`config.mk`:
```
export PLATFORM = sky130hd
export DESIGN_NAME = seq_serializer
export DESIGN_NICKNAME = d
export VERILOG_FILES = /design/src/rtl/seq_serializer.sv
export SDC_FILE = /design/constraint.sdc
export NUM_CORES = 1
export LEC_CHECK = 0
export CELL_PAD_IN_SITES_DETAIL_PLACEMENT = 0
export CELL_PAD_IN_SITES_GLOBAL_PLACEMENT = 2
export CORE_MARGIN = 2
export CORE_UTILIZATION = 34
export DETAILED_ROUTE_END_ITERATION = 10
export PLACE_DENSITY = 0.94
export SKIP_CTS_REPAIR_TIMING = 1
export SLEW_MARGIN = 20
export SYNTH_ARGS = -nofsm -noshare
export SYNTH_HDL_FRONTEND = slang
export SYNTH_SLANG_ARGS = --single-unit
```
`constraint.sdc`:
```
create_clock -name Clk -period 3.2 [get_ports Clk]
set_clock_uncertainty 0.1 [all_clocks]
set_input_delay 0.96 -clock Clk [delete_from_list [all_inputs] [get_ports Clk]]
set_output_delay 0.96 -clock Clk [all_outputs]
set_load 0.02 [all_outputs]
```
`src/rtl/seq_serializer.sv`:
```
// seq_serializer: parallel-to-serial converter, MSB first, one bit per clock.
// Feeds a downstream sequence detector; idle gaps are presented as zeros.
// Back-to-back words stream with no bubble because In_ready also asserts
// during the final bit of a word.
//
// Optional feature: define SEQ_SERIALIZER_PARITY_EN to append one even-parity
// bit (XOR of the word) after the LSB, making each word DATA_W+1 cycles long.
// Without the macro there is no parity state and no parity logic.
module seq_serializer #(
    parameter int unsigned DATA_W = 8
) (
    input  logic              Clk,
    input  logic              Reset,
    input  logic [DATA_W-1:0] In_data,
    input  logic              In_valid,
    output logic              In_ready,
    output logic              Out_bit,
    output logic              Out_valid,
    output logic              Busy,
    output logic [7:0]        Word_count
);

    // Bit counter holds DATA_W after a load and counts down to 1 on the LSB.
    localparam int unsigned CNT_W = $clog2(DATA_W + 1);
    localparam logic [CNT_W-1:0] CNT_LOAD = CNT_W'(DATA_W);
    localparam logic [CNT_W-1:0] CNT_ONE  = CNT_W'(1);

    localparam logic [1:0] ST_IDLE  = 2'd0;
    localparam logic [1:0] ST_SHIFT = 2'd1;
`ifdef SEQ_SERIALIZER_PARITY_EN
    localparam logic [1:0] ST_PAR   = 2'd2;
`endif

    // State
    logic [1:0]        r_state;
    logic [DATA_W-1:0] r_shift;
    logic [CNT_W-1:0]  r_cnt;
    logic [7:0]        r_word_cnt;
`ifdef SEQ_SERIALIZER_PARITY_EN
    logic              r_parity;
`endif

    // Combinational
    logic              w_accept;
    logic              w_lsb;
    logic              w_last;
    logic [1:0]        w_state_nxt;
    logic [DATA_W-1:0] w_shift_nxt;
    logic [CNT_W-1:0]  w_cnt_nxt;

    // LSB of the current word is on Out_bit this cycle.
    assign w_lsb = (r_state == ST_SHIFT) && (r_cnt == CNT_ONE);

    // Final cycle of a word: the LSB, or the parity bit when parity is enabled.
`ifdef SEQ_SERIALIZER_PARITY_EN
    assign w_last = (r_state == ST_PAR);
`else
    assign w_last = w_lsb;
`endif

    // Ready when idle or on the final cycle so the next word follows without a gap.
    assign In_ready = (r_state == ST_IDLE) || w_last;
    assign w_accept = In_valid && In_ready;

    // Next-state, shift register and bit counter update.
    always_comb begin
        w_state_nxt = r_state;
        w_shift_nxt = r_shift;
        w_cnt_nxt   = r_cnt;
        case (r_state)
            ST_SHIFT: begin
                w_shift_nxt = r_shift << 1;
                w_cnt_nxt   = r_cnt - CNT_ONE;
                if (w_lsb) begin
`ifdef SEQ_SERIALIZER_PARITY_EN
                    w_state_nxt = ST_PAR;
`else
                    w_state_nxt = ST_IDLE;
`endif
                end
            end
`ifdef SEQ_SERIALIZER_PARITY_EN
            ST_PAR: begin
                w_state_nxt = ST_IDLE;
            end
`endif
            default: begin
                w_state_nxt = ST_IDLE;
            end
        endcase
        // A load overrides everything, including the final-cycle return to idle.
        if (w_accept) begin
            w_state_nxt = ST_SHIFT;
            w_shift_nxt = In_data;
            w_cnt_nxt   = CNT_LOAD;
        end
    end

    // Datapath and FSM registers; reset discards any partially shifted word.
    always_ff @(posedge Clk or negedge Reset) begin
        if (!Reset) begin
            r_state <= ST_IDLE;
            r_shift <= '0;
            r_cnt   <= '0;
        end else begin
            r_state <= w_state_nxt;
            r_shift <= w_shift_nxt;
            r_cnt   <= w_cnt_nxt;
        end
    end

`ifdef SEQ_SERIALIZER_PARITY_EN
    // Even parity of the word, captured at accept and sent after the LSB.
    always_ff @(posedge Clk or negedge Reset) begin
        if (!Reset) begin
            r_parity <= 1'b0;
        end else if (w_accept) begin
            r_parity <= ^In_data;
        end
    end
`endif

    // Completed-word counter; increments on the edge ending a word, wraps at 8'hFF.
    always_ff @(posedge Clk or negedge Reset) begin
        if (!Reset) begin
            r_word_cnt <= 8'h00;
        end else if (w_last) begin
            r_word_cnt <= r_word_cnt + 8'h01;
        end
    end

    // Serial output; forced to zero whenever no data bit is presented.
    always_comb begin
        Out_valid = 1'b0;
        Out_bit   = 1'b0;
        case (r_state)
            ST_SHIFT: begin
                Out_valid = 1'b1;
                Out_bit   = r_shift[DATA_W-1];
            end
`ifdef SEQ_SERIALIZER_PARITY_EN
            ST_PAR: begin
                Out_valid = 1'b1;
                Out_bit   = r_parity;
            end
`endif
            default: begin
                Out_valid = 1'b0;
                Out_bit   = 1'b0;
            end
        endcase
    end

    assign Busy       = Out_valid;
    assign Word_count = r_word_cnt;

endmodule
```
==> metrics.md <==
| Metric | Value |
|---|---|
| CP Launch Type | flip-flop |
| Hold Crit Class | reg2reg |
| Crit. End Element | primary output |
| Distinct cell type count after synthesis | 28 |
| Count leader, synth | dfrtp_1 |
| NumNets Final | 137 |
| Sw frac | 0.3675 |
| Most instantiated cells after synthesis | 21 x dfrtp_1, 11 x nor2_1, 8 x mux2i_1 |
| H-tree depth | 1 |
| Die area | 0.003682 mm^2 |
| Initial Utilization | 0.3578 |
| Status | complete, no violations |
| Peak supply drop | 0.2198 mV |
| Port Buffers | 22 |
| Antenna violations before repair | 0 |
| GRT Residual Overflow | 0 |
| DPL Wire Length | 1514 um |
| CTS Buf Count | 3 |
| Clk slew on worst S/H paths | 0.13 ns |
| Via/cell ratio | 4.880 |
| Row cnt | 20 |
| Number of cells produced by synthesis | 99 |
| Area grow syn2layout | 25.31% |
| Critical Path AT | 1.99 ns |
| Total track usage | 0.1297 |
| Post-placement cell area | 0.001343 mm^2 |
| Setup-failing EPs final | 0 |
| Setup TNS Final | 0 ns |
| Largest net degree at the start of global routing | 22 |
| Net Sw Power | 343.2 uW |
| Max-Cap Viols | 0 |
| Top-area cell type share of the netlist area | 0.4811 |
| WL final | 2150 um |
| Pwr Density | 682.3 mW/mm^2 |
| Routed vias | 810 |
| Syn_area_per_cell | 11.03 um^2 |
| Number of synthesized flops with an enable pin | 0 |
| Ys Warns | 0 |
| RSZ-0062 raised after global routing | no |
| CP max FO | 4 |
| Synth Register Bits | 21 |
| Clock root buffer master | clkbuf_4 |
| DRC | 0 |
| Sequential share of power | 0.451 |
| Clk network pwr share | 0.147 |
| Crit path kind | reg2out |
| Int Power | 590.8 uW |
| Register area share after synthesis | 0.4811 |
| CTS tree | built |
| Final hold vios | 0 |
| Pins Over Slew Limit | 0 |
| Cell taking the most area after synthesis | dfrtp_1 |
| I/O Pins | 23 |
| First-pass GRT wire length | 3491 um |
| Fraction of layout cells with a size suffix above 1 | 0.07377 |
| Clk_lat worst skew | 0.32 ns |
| P_leak | 0.0006237 uW |
| Design area | 0.001369 mm^2 |
| Slew at the pin with the worst max-slew slack | 0.5520 ns |
| Gpl congestion | 0.7781 |
| Die X | 60.68 um |
| Async SR Flop Fraction | 1.000 |
| Comb pwr share | 0.402 |
| Diodes inserted | 0 |
| Core area | 0.003053 mm^2 |
| Netlist Area Pre-Place | 0.001092 mm^2 |
| Max clock buf depth | 2 |
| Crit path required time | 2.14 ns |
| First drt pass iteration count | 4 |
| Initial drt markers | 9 |
| Routed len/inst | 12.95 um |
| Fmax achieved | 0.3280 GHz |
| Vias in the first global route | 774 |
| Sink Count | 21 |
| Post-route ant nets | 0 |
| Largest cells by area after synthesis | dfrtp_1 48%, mux2i_1 7.3%, a221o_1 6.4% |
| Die height | 60.68 um |
| Minimum clock period | 3.049 ns |
| Max-Slew Margin vs Limit | 0.6313 |
| Top FF cell, synth | dfrtp_1 |
| Final worst-path cycle share | 0.9527 |
| Synthesized net count | 113 |
sequential cells by signal, summed over array words and instances (netlist names):
signal	cells
Word_count	8
r_shift	8
r_cnt	4
r_state	1
logic make-up after synthesis:
kind of cell | Yosys count | synth area share
fa+ha+maj | 3 | 0.03437
xor+xnor | 8 | 0.06414
simple gates | 36 | 0.1856
flops | 21 | 0.4811
compound gates | 13 | 0.1008
buf+inv | 10 | 0.06071
mux | 8 | 0.07331
layout make-up:
cell class                 instances  area [um^2]
tap                               44        55.05
multi-input combinational         68        500.5
clock buffer                       4        26.28
fill                             308         1684
sequential                        21        525.5
timing repair buffer              26        250.2
inverter                           3        11.26
per-stage QoR:
| step | cells | utilization | power, uW | setup WS [ns] | hold slack (ns) |
|---|---|---|---|---|---|
| after floorplan | 99 | - | 681.7 | 0.8875 | 0.3779 |
| after global placement | 162 | 0.4398 | 792.0 | 0.5475 | 0.3560 |
| after detailed placement | 162 | 0.4398 | 804.5 | 0.5106 | 0.3582 |
| after CTS | 166 | 0.4484 | 945.1 | 0.1342 | 0.3796 |
| after global routing | 166 | 0.4484 | 1003 | 0.04492 | 0.4017 |
| final | 166 | 0.4484 | 934.0 | 0.1512 | 0.3715 |
worst max-delay path, cell delays in order, from the launching register on:
cell and delay [ns]:
dfrtp_1 0.41, inv_1 0.10, ha_1 0.20, inv_1 0.05, o31ai_1 0.25, clkdlybuf4s50_1 0.66
power by group through the flow:
stage / Combinational, uW / Clock, uW / Sequential [uW]
final: 375 / 138 / 421
after global routing: 416 / 156 / 432
after CTS: 380 / 144 / 421
after detailed placement: 378 / 0 / 426
after global placement: 370 / 0 / 422
after floorplan: 249 / 0 / 433
path summary, 6_finish.rpt:
check | from | endpoint | slack, ns | depth (start not counted)
setup / recovery | r_cnt[1]$_DFFE_PN0P_ | In_ready | 0.15 | 5
hold / removal | Word_count[7]$_DFFE_PN0P_ | Word_count[7]$_DFFE_PN0P_ | 0.37 | 1
setup reg to reg | r_cnt[1]$_DFFE_PN0P_ | Word_count[7]$_DFFE_PN0P_ | 1.42 | 5
hold reg to reg | Word_count[7]$_DFFE_PN0P_ | Word_count[7]$_DFFE_PN0P_ | 0.37 | 1
max in group asynchronous | Reset | Word_count[7]$_DFFE_PN0P_ | 1.91 | 2
min in group asynchronous | Reset | Word_count[2]$_DFFE_PN0P_ | 0.86 | 2
per-layer routing:
layer  up-vias  routed length, um  track usage
li1        393                  -            -
met1       394               1000       0.1526
met2        20               1025       0.2335
met3         3                 97      0.02559
met4         0                 27      0.04658
met5         -                  0            0
cell usage in the layout (no fill, tap or decap), types with 3 or more instances in the layout:
cell	instances
a221o_1	7
mux2i_1	8
xnor2_1	4
clkdlybuf4s50_1	22
xor2_1	4
nand3_1	3
nor2_1	11
nor3_1	5
nand2_1	7
buf_4	4
inv_1	3
dfrtp_1	21
ha_1	3
clkbuf_4	3
(Power assumes the default switching activity.)
